File: src/rtl/riscie_pkg.sv
// ============================================================================
// Module  : riscie_pkg
// Brief   : Shared constants and types for the riscie fetch front end:
//           bubble instruction, fetch FSM encoding and the IF/ID bundle.
// Revision: 1.0 - initial release
// ============================================================================
`default_nettype none

package riscie_pkg;

    // Datapath width carried in the IF/ID bundle.
    localparam int unsigned c_XLEN = 32;

    // addi x0,x0,0 - architectural no-op used as the IF/ID bubble.
    localparam logic [31:0] c_NOP_INSTR = 32'h0000_0013;

    // Fetch controller states.
    typedef enum logic [1:0] {
        ST_IDLE = 2'd0,
        ST_REQ  = 2'd1,
        ST_HOLD = 2'd2
    } fetch_state_e;

    // IF/ID pipeline register contents.
    typedef struct packed {
        logic              valid;
        logic [31:0]       instr;
        logic [c_XLEN-1:0] pc;
    } ifid_t;

    // A flushed IF/ID entry: invalid, no-op, address kept for debug visibility.
    function automatic ifid_t ifid_bubble(input logic [c_XLEN-1:0] pc);
        ifid_t b;
        b.valid = 1'b0;
        b.instr = c_NOP_INSTR;
        b.pc    = pc;
        return b;
    endfunction

endpackage

`default_nettype wire

File: src/rtl/if_skid_buf.sv
// ============================================================================
// Module  : if_skid_buf
// Brief   : One-entry skid buffer holding an {instr, pc} pair that arrived
//           while decode was stalled. Clear has priority over load, load
//           over unload.
// Revision: 1.0 - initial release
// ============================================================================
`default_nettype none

module if_skid_buf
    import riscie_pkg::*;
#(
    parameter int unsigned ADDR_W = 32
) (
    input  logic              clk,
    input  logic              reset,
    input  logic              i_load,
    input  logic              i_unload,
    input  logic              i_clear,
    input  logic [31:0]       i_instr,
    input  logic [ADDR_W-1:0] i_pc,
    output logic              o_full,
    output logic [31:0]       o_instr,
    output logic [ADDR_W-1:0] o_pc
);

    logic              r_full;
    logic [31:0]       r_instr;
    logic [ADDR_W-1:0] r_pc;

    // Occupancy flag and stored word; the payload is only written on load.
    always_ff @(posedge clk) begin
        if (reset) begin
            r_full  <= 1'b0;
            r_instr <= c_NOP_INSTR;
            r_pc    <= '0;
        end else if (i_clear) begin
            r_full  <= 1'b0;
        end else if (i_load) begin
            r_full  <= 1'b1;
            r_instr <= i_instr;
            r_pc    <= i_pc;
        end else if (i_unload) begin
            r_full  <= 1'b0;
        end
    end

    assign o_full  = r_full;
    assign o_instr = r_instr;
    assign o_pc    = r_pc;

endmodule

`default_nettype wire

File: src/rtl/if_fetch_ctrl.sv
// ============================================================================
// Module  : if_fetch_ctrl
// Brief   : Instruction-fetch controller. Issues single-outstanding requests
//           at the PC address, captures returned words into IF/ID, parks one
//           word in a skid buffer across decode stalls and flushes on a taken
//           branch.
//           Optional build macro FETCH_TIMEOUT_EN adds a request watchdog and
//           the sticky fetch_err output.
// Revision: 1.0 - initial release
// ============================================================================
`default_nettype none

module if_fetch_ctrl
    import riscie_pkg::*;
#(
    parameter int unsigned ADDR_W    = 32,
    parameter logic [31:0] NOP_INSTR = c_NOP_INSTR
`ifdef FETCH_TIMEOUT_EN
    ,
    parameter int unsigned TIMEOUT_CYC = 16
`endif
) (
    input  logic              clk,
    input  logic              reset,
    input  logic [ADDR_W-1:0] pc_addr,
    input  logic              branch_taken,
    input  logic              id_stall,
    input  logic              mem_ready,
    input  logic [31:0]       mem_rdata,
    output logic              mem_req,
    output logic [ADDR_W-1:0] mem_addr,
    output logic              pc_hold,
    output logic              pc_src,
    output logic              ifid_valid,
    output logic [31:0]       ifid_instr,
    output logic [ADDR_W-1:0] ifid_pc
`ifdef FETCH_TIMEOUT_EN
    ,
    output logic              fetch_err
`endif
);

    fetch_state_e      r_state;
    fetch_state_e      w_state_nxt;
    ifid_t             r_ifid;

    logic              w_flush;
    logic              w_capture;
    logic              w_skid_load;
    logic              w_skid_unload;
    logic              w_skid_full;
    logic [31:0]       w_skid_instr;
    logic [ADDR_W-1:0] w_skid_pc;
    logic              w_parked;

`ifdef FETCH_TIMEOUT_EN
    localparam int unsigned          c_CNT_W   = $clog2(TIMEOUT_CYC + 1);
    localparam logic [c_CNT_W-1:0]   c_TO_LAST = c_CNT_W'(TIMEOUT_CYC - 1);

    logic [c_CNT_W-1:0] r_wait_cnt;
    logic               r_err;
    logic               w_timeout;

    // Wait counter: runs only while a request sits unanswered in REQ.
    always_ff @(posedge clk) begin
        if (reset || (r_state != ST_REQ) || mem_ready) begin
            r_wait_cnt <= '0;
        end else begin
            r_wait_cnt <= r_wait_cnt + 1'b1;
        end
    end

    // Sticky error flag; once set the controller stays parked until reset.
    always_ff @(posedge clk) begin
        if (reset) begin
            r_err <= 1'b0;
        end else if (w_timeout) begin
            r_err <= 1'b1;
        end
    end

    assign fetch_err = r_err;
    assign w_parked  = r_err;
`else
    assign w_parked  = 1'b0;
`endif

    // The PC mux follows the resolved branch directly; the address is the PC.
    assign pc_src   = branch_taken;
    assign mem_addr = pc_addr;
    assign w_flush  = branch_taken && !w_parked && !reset;

    // State register.
    always_ff @(posedge clk) begin
        if (reset) begin
            r_state <= ST_IDLE;
        end else begin
            r_state <= w_state_nxt;
        end
    end

    // Next-state and handshake decode; a taken branch overrides everything.
    always_comb begin
        w_state_nxt   = r_state;
        mem_req       = 1'b0;
        pc_hold       = 1'b1;
        w_capture     = 1'b0;
        w_skid_load   = 1'b0;
        w_skid_unload = 1'b0;
`ifdef FETCH_TIMEOUT_EN
        w_timeout     = 1'b0;
`endif
        if (reset || w_parked) begin
            w_state_nxt = ST_IDLE;
        end else if (branch_taken) begin
            pc_hold     = 1'b0;
            w_state_nxt = ST_IDLE;
        end else begin
            case (r_state)
                ST_IDLE: begin
                    w_state_nxt = ST_REQ;
                end
                ST_REQ: begin
                    mem_req = 1'b1;
                    if (mem_ready) begin
                        pc_hold = 1'b0;
                        if (id_stall) begin
                            w_skid_load = 1'b1;
                            w_state_nxt = ST_HOLD;
                        end else begin
                            w_capture   = 1'b1;
                        end
                    end else begin
`ifdef FETCH_TIMEOUT_EN
                        if (r_wait_cnt == c_TO_LAST) begin
                            w_timeout   = 1'b1;
                            w_state_nxt = ST_IDLE;
                        end
`endif
                    end
                end
                ST_HOLD: begin
                    if (!w_skid_full) begin
                        w_state_nxt = ST_REQ;
                    end else if (!id_stall) begin
                        w_skid_unload = 1'b1;
                        w_state_nxt   = ST_REQ;
                    end
                end
                default: begin
                    w_state_nxt = ST_IDLE;
                end
            endcase
        end
    end

    // IF/ID register: flush beats a fresh memory word, which beats the skid.
    always_ff @(posedge clk) begin
        if (reset) begin
            r_ifid <= ifid_bubble('0);
        end else if (w_flush) begin
            r_ifid <= ifid_bubble(r_ifid.pc);
        end else if (w_capture) begin
            r_ifid <= {1'b1, mem_rdata, c_XLEN'(pc_addr)};
        end else if (w_skid_unload) begin
            r_ifid <= {1'b1, w_skid_instr, c_XLEN'(w_skid_pc)};
        end
    end

    if_skid_buf #(
        .ADDR_W   (ADDR_W)
    ) u_skid (
        .clk      (clk),
        .reset    (reset),
        .i_load   (w_skid_load),
        .i_unload (w_skid_unload),
        .i_clear  (w_flush),
        .i_instr  (mem_rdata),
        .i_pc     (pc_addr),
        .o_full   (w_skid_full),
        .o_instr  (w_skid_instr),
        .o_pc     (w_skid_pc)
    );

    assign ifid_valid = r_ifid.valid;
    assign ifid_instr = (r_ifid.valid) ? r_ifid.instr : NOP_INSTR;
    assign ifid_pc    = ADDR_W'(r_ifid.pc);

endmodule

`default_nettype wire

File: config.mk
export PLATFORM = sky130hd
export DESIGN_NAME = if_fetch_ctrl
export DESIGN_NICKNAME = d
export VERILOG_FILES = /design/src/rtl/riscie_pkg.sv /design/src/rtl/if_skid_buf.sv /design/src/rtl/if_fetch_ctrl.sv
export SDC_FILE = /design/constraint.sdc
export NUM_CORES = 1
export LEC_CHECK = 0
export CORE_ASPECT_RATIO = 0.7
export CORE_MARGIN = 3
export CORE_UTILIZATION = 52
export DETAILED_ROUTE_END_ITERATION = 10
export PLACE_DENSITY_LB_ADDON = 0.05
export SKIP_CTS_REPAIR_TIMING = 1
export SYNTH_ARGS = -nofsm -noshare
export SYNTH_HDL_FRONTEND = slang
export SYNTH_SLANG_ARGS = --single-unit
File: constraint.sdc
create_clock -name clk -period 5.3 [get_ports clk]
set_clock_uncertainty 0.1 [all_clocks]
set_input_delay 0.795 -clock clk [delete_from_list [all_inputs] [get_ports clk]]
set_output_delay 0.795 -clock clk [all_outputs]
set_load 0.05 [all_outputs]
==> reports/qor.csv, run 1 <==
stage,metric,value,unit
outcome,status,"complete, no violations",
placed_design,portBuffers,168,
route,initialDrtViolationCount,301,
finish,drive_gt1_share,8.21,%
critical_path,crit_path_end_kind,output pin,
critical_path,r2r-end,ifid_pc[20],
power,power_density,313,nW/µm²
clock_network,ctsRootBufferMaster,clkbuf_16,
finish,antenna_cells_inserted,0,
finish,stdcell_count,993,
route,drt_wl_total,15700,µm
finish,mostFrequentLayoutCell,nand2_1,
sta,hold_viol,0,
sta,min_period,3560,ps
die,die_x,135,µm
critical_path,cp_max_fo,5,
die,die_h,96.6,µm
route,route.detailed.drc,0,
route,first_pass_iters,5,
route,wl_per_cell,15.8,µm
global_route,grt_use_total,23.6,%
sta,rsz0062_at_grt,false,
global_route,gr-total-overflow,0,
global_route,grt_max_degree,97,
synth,syn-num-nets,825,
synth,synth_cell_types,29,
placed_design,detailed_place_hpwl,9770,µm
clock_network,clk_pin_slew,50,ps
placed_design,dp_cells,961,
synth,ys_warn_count,0,
route,via_count,5359,
finish,final_util,70.5,%
clock_network,clk_latency,410,ps
power,vdd.ir_drop.worst,0.250,mV
critical_path,start_kind,primary input,
critical_path,worstReg2RegStart,r_state[0],
critical_path,arrival,2670,ps
critical_path,critPathCapture,mem_req,
die,num_rows,32,
synth,ys_ff_latch,132,
sta,max_slew_margin,29.9,%
sta,whs,367,ps
synth,syn_area_per_cell,8.07,µm²
die,boundaryPins,169,
hold_path,hp-class,reg -> reg,
sta,setup-tns-final,0,ps
route,routed_via_density,5.40,
critical_path,cp.required,4410,ps
clock_network,clk_path_buf_depth,2,
critical_path,r2r_slack,2790,ps
synth,syn_area,6100,µm²
clock_network,cts.sinks,132,
global_route,antenna_found_initial,0,
sta,final-max-slew-violation-count,0,
route,ant_nets,0,
sta,worst_pin_slew,1050,ps
finish,area_growth,29.6,%
clock_network,htreeDepth,4,
sta,setup_viol,0,
clock_network,cts_buffers,17,
sta,final.period_utilization,67.2,%
die,die_area,13100,µm²
die,core_area,11200,µm²
die,start_util,54.4,%
finish,nets,896,
power,leakagePower,2.62,nW
critical_path,reg2reg_depth,5,
finish,final_cell_mix,"nand2_1 (186), clkdlybuf4s50_1 (167), dfxtp_1 (132)",
synth,ys_seq_area_share,43.3,%
clock_network,cts_tree,yes,
global_route,first_global_vias,5180,
run,cap_violations,0,
synth,syn_inst,756,
critical_path,critical_path_class,in -> out,
global_route,grt_pass1_wl,25200,µm
critical_path,critPathLaunch,branch_taken,
placed_design,place.gp.congestion,0.823,
sta,fmax,281,MHz
==> registers in the layout, summed over array words and instances, names as in the netlist <==
| signal | count |
|---|---|
| ifid_pc | 32 |
| ifid_valid | 1 |
| r_ifid | 32 |
| r_state | 2 |
| u_skid.o_full | 1 |
| u_skid.o_instr | 32 |
| u_skid.o_pc | 32 |
==> power breakdown <==
part | internal [mW] | switching, mW
logic | 0.0912 | 0.119
registers | 1.00 | 0.00697
clock network | 0.811 | 0.441
==> critical path, stage by stage <==
cell	delay (ps)
clkdlybuf4s50_1	510
or2_4	320
nor3b_1	200
clkdlybuf4s50_1	840
==> cells by family (layout without fill, tap and decap cells) <==
logic type | Yosys count | in the layout | share of synthesized area, %
flip-flops | 132 | 132 | 43.3
AND/OR/NAND/NOR | 333 | 333 | 25.1
AO/OA/AOI/OAI | 168 | 168 | 19.0
buffers and inverters | 123 | 207 | 12.6
==> worst min path at each step <==
stage | startpoint | to | slack [ps] | cells after the start
global placement | r_ifid[38] | r_ifid[38] | 350 | 2
floorplan | r_ifid[34] | r_ifid[34] | 340 | 2
CTS | r_ifid[59] | r_ifid[59] | 370 | 2
detailed placement | r_ifid[52] | r_ifid[52] | 360 | 2
finish | r_ifid[60] | r_ifid[60] | 370 | 2
global route | r_ifid[60] | r_ifid[60] | 390 | 2
==> final cells by class <==
| cell class | count | area [µm²] |
|---|---|---|
| clock buffers | 19 | 453 |
| clock inverters | 13 | 181 |
| fillers | 865 | 3310 |
| multi-input cells | 501 | 2700 |
| flip-flops and latches | 132 | 2640 |
| well taps | 153 | 191 |
| repair buffers | 175 | 1730 |
==> routing by layer <==
metal | up-vias | wire length (µm) | track usage (%)
met5 | - | 0 | 0
met3 | 20 | 981 | 4.99
li1 | 2591 | - | -
met4 | 0 | 204 | 8.13
met2 | 185 | 7160 | 36.4
met1 | 2563 | 7310 | 32.9
==> synthesized netlist by cell type <==
cell type / count / area [µm²]
a211oi_1: 3 / 22.5
a21boi_0: 3 / 22.5
a21oi_1: 1 / 5.00
a311oi_1: 12 / 105
a311oi_2: 21 / 315
a31o_2: 1 / 8.76
a31oi_1: 29 / 181
a41o_1: 1 / 10.0
and2_1: 30 / 188
and3_1: 1 / 6.26
and3b_1: 1 / 8.76
buf_1: 1 / 3.75
buf_2: 19 / 95.1
buf_4: 66 / 495
buf_6: 5 / 56.3
clkbuf_1: 32 / 120
dfxtp_1: 132 / 2640
nand2_1: 187 / 702
nand2b_1: 64 / 400
nand3b_1: 1 / 7.51
nor2_1: 40 / 150
nor2b_1: 3 / 18.8
nor3_1: 2 / 10.0
nor3b_1: 1 / 7.51
nor4b_2: 1 / 15.0
o21ai_0: 96 / 480
o21bai_1: 1 / 7.51
or2_4: 1 / 8.76
or3_1: 1 / 6.26
==> through the flow <==
stage                     instance area (µm²)  worst slack [ps]  power [mW]
after floorplan                          6100              2080        1.16
after global placement                   7270              1750        1.24
after detailed placement                 7270              1750        1.24
after CTS                                7900              1730        2.48
after global routing                     7900              1670        2.54
final                                    7900              1740        2.47
Note: power is estimated with default switching activity, not from simulation.
==> run 2, diff against run 1 <==
- CORE_UTILIZATION: 52 -> 48
- clock period: 5.3 -> 3.62 ns (I/O delays scaled with it)
==> run 2 against run 1 <==
Sequential share of layout area shrank 0.14 points; worst hold slack lost 1.9 ps; register-to-register slack got worse by 1600 ps; global-route usage down 1.9 points; wire length shrank 3.2%; setup slack lost 1200 ps; sequential power grew 47%; non-clock buffer count up 3; power up 42%; clock power grew 38%; first-iteration DRC count is 15% higher; core utilization fell by 4.7 points; critical path type unchanged; critical endpoint unchanged.
==> reports/qor.csv, run 2 (same netlist as run 1, synthesis figures left out) <==
stage,metric,value,unit,change
outcome,status,"complete, no violations",,unchanged
sta,min_period,3080,ps,
global_route,grt_use_met3,5.76,%,was 4.99%
placed_design,detailed_place_hpwl,9770,µm,about the same
sta,rsz0062_at_grt,false,,unchanged
critical_path,critPathBufInv,2,,unchanged
sta,setup-tns-final,0,ps,unchanged
critical_path,reg2reg_depth,5,,unchanged
global_route,grtUsageMet1,30.5,%,was 32.9%
placed_design,portBuffers,168,,unchanged
critical_path,crit_path_end_kind,output pin,,unchanged
route,via_count,5290,,was 5359
placed_design,dp_slack,530,ps,was 1750 ps
sta,worst_pin_slew,989,ps,was 1050 ps
critical_path,cpLargestDelayFamily,buffers and inverters,,unchanged
finish,area_growth,30.1,%,was 29.6%
power,leakagePower,2.63,nW,was 2.62 nW
global_route,grt_util_met2,33.6,%,was 36.4%
die,num_rows,33,,was 32
finish,stdcell_count,1000,,was 993
die,core_area,12100,µm²,was 11200 µm²
die,boundaryPins,169,,unchanged
global_route,gr-total-overflow,0,,unchanged
die,die_x,141,µm,was 135 µm
clock_network,clk_latency,410,ps,about the same
route,first_pass_iters,5,,unchanged
clock_network,ctsRootBufferMaster,clkbuf_16,,unchanged
route,drt_wl_total,15200,µm,was 15700 µm
critical_path,cp_max_fo,5,,unchanged
global_route,grt_pass1_wl,25000,µm,was 25200 µm
global_route,grt_max_degree,97,,unchanged
finish,mostFrequentLayoutCell,nand2_1,,unchanged
placed_design,place.gp.congestion,0.807,,was 0.823
run,cap_violations,0,,unchanged
sta,whs,365,ps,was 367 ps
route,route.detailed.drc,0,,unchanged
sta,final.period_utilization,85.1,%,
finish,final_cell_mix,"nand2_1 (186), clkdlybuf4s50_1 (167), dfxtp_1 (132)",,unchanged
clock_network,clk_path_buf_depth,2,,unchanged
sta,setup_viol,0,,unchanged
clock_network,cts_tree,yes,,unchanged
placed_design,dp_cells,968,,was 961
global_route,antenna_found_initial,0,,unchanged
critical_path,critical_path_class,in -> out,,unchanged
die,die_h,100,µm,was 96.6 µm
critical_path,slowest_stage,clkdlybuf4s50_1,,unchanged
finish,nets,899,,was 896
critical_path,cp_common_cell,clkdlybuf4s50_1,,unchanged
sta,setup_ws,540,ps,was 1740 ps
global_route,grt_use_total,21.7,%,was 23.6%
route,initialDrtViolationCount,347,,was 301
power,vdd.ir_drop.worst,0.362,mV,was 0.250 mV
route,routed_via_density,5.29,,was 5.40
power,finalPower,3.52,mW,was 2.47 mW
critical_path,start_kind,primary input,,unchanged
route,wl_per_cell,15.2,µm,was 15.8 µm
global_route,first_global_vias,5062,,was 5180
clock_network,htreeDepth,4,,unchanged
finish,antenna_cells_inserted,0,,unchanged
route,ant_nets,0,,unchanged
hold_path,hp-class,reg -> reg,,unchanged
clock_network,clk_pin_slew,50,ps,about the same
sta,hold_viol,0,,unchanged
clock_network,cts_buffers,17,,unchanged
sta,max_slew_margin,34.0,%,was 29.9%
power,power_density,443,nW/µm²,was 313 nW/µm²
die,die_area,14100,µm²,was 13100 µm²
die,start_util,50.6,%,was 54.4%
critical_path,slowest_delay,840,ps,about the same
clock_network,cts.sinks,132,,unchanged
finish,drive_gt1_share,8.42,%,was 8.21%
critical_path,cp.required,2980,ps,was 4410 ps
hold_path,whs_path_depth,2,,unchanged
critical_path,cp_num_cells,4,,unchanged
critical_path,arrival,2440,ps,was 2670 ps
sta,final-max-slew-violation-count,0,,unchanged
sta,fmax,325,MHz,
critical_path,cp_cell_sequence,clkdlybuf4s50_1 > or2_4 > nor3b_1 > clkdlybuf4s50_1,,unchanged
global_route,top_usage_layer,met2,,unchanged
## run 2: cell type report
cell class | instances | area (µm²)
Tap cell | 157 | 196
Clock buffer | 19 | 443
Fill cell | 1027 | 4120
Sequential cell | 132 | 2640
Multi-Input combinational cell | 501 | 2700
Clock inverter | 13 | 159
Timing Repair Buffer | 178 | 1790
## run 2: report_power, final
part           leakage, nW  total, mW  switching, mW  internal (mW)
clock network        0.289       1.73          0.632           1.10
registers             1.07       1.48        0.00979           1.47
logic                 1.28      0.306          0.172          0.134
## run 2: path summary, 6_finish.rpt
| path | slack, ps | startpoint | end |
|---|---|---|---|
| worst max register to register | 1230 | r_state[0] | ifid_pc[24] |
| worst max-delay path | 540 | branch_taken | mem_req |
| worst min register to register | 370 | r_ifid[62] | r_ifid[62] |
| worst min-delay path | 370 | r_ifid[62] | r_ifid[62] |
## run 2: worst min-delay path, cell delays in order (launching register included)
cell	delay (ps)
dfxtp_1	300
nand2_1	50
a31oi_1	70
## run 2: stage by stage
step                instance area [µm²]  utilization [%]
global route                       7940             65.8
floorplan                          6100                -
finish                             7940             65.8
CTS                                7940             65.8
global placement                   7330             60.8
detailed placement                 7330             60.8
## run 2: metal layers
layer / routed length [µm] / share of wire (%) / vias up
met1: 7200 / 48 / 2499
met3: 994 / 6.6 / 15
met2: 6790 / 45 / 171
li1: - / - / 2605
met4: 164 / 1.1 / 0
met5: 0 / 0 / -
==> run 3, diff against run 2 <==
- CORE_MARGIN: 3 -> 2
- CORE_UTILIZATION: 48 -> 44
- MAX_ROUTING_LAYER: default -> met4
- clock period: 3.62 -> 2.5 ns (I/O delays scaled with it)
==> run 3 against run 2 <==
Largest power group unchanged; first-iteration DRC count rose by 8.1%; sequential cell count did not move; sequential power rose by 45%.
==> reports/qor.csv, run 3 (same netlist as run 1, synthesis figures left out) <==
stage,metric,value,unit,change
die,die_area,14800,µm²,was 14100 µm²
sta,worst_pin_slew,724,ps,was 989 ps
critical_path,cp_cell_sequence,clkdlybuf4s50_1 > or2_4 > nor3b_1 > buf_12,,was clkdlybuf4s50_1 > or2_4 > nor3b_1 > clkdlybuf4s50_1
sta,rsz0062_at_grt,false,,unchanged
power,power_density,630,nW/µm²,was 443 nW/µm²
power,vdd.ir_drop.worst,0.482,mV,was 0.362 mV
finish,antenna_cells_inserted,0,,unchanged
finish,drive_gt1_share,16.8,%,was 8.42%
critical_path,cp.required,2030,ps,was 2980 ps
global_route,grt_use_total,21.7,%,about the same
sta,setup_viol,0,,unchanged
finish,seqCellArea,2640,µm²,unchanged
finish,mostFrequentLayoutCell,nand2_1,,unchanged
placed_design,detailed_place_hpwl,10100,µm,was 9770 µm
route,route.detailed.drc,0,,unchanged
critical_path,critical_path_class,in -> out,,unchanged
global_route,gr-total-overflow,0,,unchanged
sta,max_slew_margin,51.7,%,was 34.0%
critical_path,slowest_delay,540,ps,was 840 ps
finish,area_growth,36.3,%,was 30.1%
clock_network,clk_latency,410,ps,about the same
finish,nFillCells,1146,,was 1027
die,core_area,13400,µm²,was 12100 µm²
die,boundaryPins,169,,unchanged
die,die_x,145,µm,was 141 µm
outcome,status,"complete, no violations",,unchanged
route,routed_via_density,5.10,,was 5.29
clock_network,clk_path_buf_depth,2,,unchanged
clock_network,htreeDepth,4,,unchanged
power,leakagePower,2.86,nW,was 2.63 nW
global_route,antenna_found_initial,0,,unchanged
die,start_util,45.7,%,was 50.6%
route,first_pass_iters,4,,was 5
route,wl_per_cell,15.1,µm,was 15.2 µm
clock_network,clk_pin_slew,60,ps,was 50 ps
finish,nets,906,,was 899
global_route,first_global_vias,5034,,was 5062
critical_path,cp_max_fo,5,,unchanged
hold_path,hp-class,in -> reg,,was reg -> reg
sta,setup-tns-final,0,ps,unchanged
sta,min_period,2330,ps,
die,num_rows,35,,was 33
critical_path,start_kind,primary input,,unchanged
critical_path,crit_path_end_kind,output pin,,unchanged
placed_design,portBuffers,168,,unchanged
route,ant_nets,0,,unchanged
critical_path,slowest_stage,clkdlybuf4s50_1,,unchanged
sta,final-max-slew-violation-count,0,,unchanged
global_route,grt_pass1_wl,24800,µm,was 25000 µm
sta,final.period_utilization,93.2,%,
clock_network,cts_tree,yes,,unchanged
placed_design,place.gp.congestion,0.798,,was 0.807
route,initialDrtViolationCount,375,,was 347
die,die_h,103,µm,was 100 µm
sta,fmax,429,MHz,
finish,final_cell_mix,"nand2_1 (186), dfxtp_1 (132), clkdlybuf4s50_1 (102)",,"was nand2_1 (186), clkdlybuf4s50_1 (167), dfxtp_1 (132)"
route,via_count,5283,,was 5290
route,drt_wl_total,15600,µm,was 15200 µm
run,cap_violations,0,,unchanged
clock_network,cts_buffers,17,,unchanged
global_route,grt_max_degree,94,,was 97
finish,multi_input_area,2700,µm²,unchanged
sta,hold_viol,0,,unchanged
sta,whs,219,ps,was 365 ps
clock_network,ctsRootBufferMaster,clkbuf_16,,unchanged
clock_network,cts.sinks,132,,unchanged
critical_path,arrival,1860,ps,was 2440 ps
[run 3: changes by cell type in the layout (fill, tap and decap cells not counted), moves of 2 or more]
cell / previous run / this run
clkinv_4: 3 / 5
clkdlybuf4s50_1: 167 / 102
buf_4: 8 / 46
clkinvlp_4: 3 / 1
buf_12: 3 / 37
inv_6: 0 / 3
clkinv_2: 4 / 1
[run 3: critical path: cells and delay by family]
kind,cells,cell delay (ps)
AND/OR/NAND/NOR,2,740
buffers and inverters,2,740
[run 3: final timing paths]
kind	from	end	slack, ps	cells after the start
worst max-delay path	branch_taken	mem_req	170	4
worst min-delay path	reset	ifid_valid	220	3
worst max register to register	u_skid.o_full	ifid_pc[24]	690	5
worst min register to register	r_ifid[61]	r_ifid[61]	370	2
[run 3: report_power, final]
| group | total, mW | switching [mW] | internal [mW] |
|---|---|---|---|
| registers | 2.14 | 0.0138 | 2.13 |
| clock network | 2.65 | 0.968 | 1.69 |
| logic | 0.444 | 0.254 | 0.190 |
[run 3: final cells by class]
cell class | instances | area share (%)
clock buffers | 18 | 5.16
clock inverters | 14 | 2.44
flip-flops and latches | 132 | 31.8
multi-input cells | 501 | 32.5
well taps | 185 | 2.78
repair buffers | 185 | 25.3
[run 3: per-stage QoR]
stage | instances | cell area, µm² | utilization (%) | total power [mW] | setup slack, ps
after detailed placement | 1003 | 7680 | 57.5 | 2.63 | 110
after floorplan | 756 | 6100 | - | 2.45 | 124
after CTS | 1035 | 8320 | 62.3 | 5.29 | 147
final | 1035 | 8320 | 62.3 | 5.24 | 169
after global routing | 1035 | 8320 | 62.3 | 5.41 | 89.6
after global placement | 1003 | 7680 | 57.5 | 2.62 | 182
[run 3: per-layer routing]
layer	track usage, %	part of all wire (%)	wire [µm]
met4	6.27	0.70	109
met1	28.6	46	7220
met3	5.11	6.2	972
met2	33.7	47	7300
met5	-	0	0
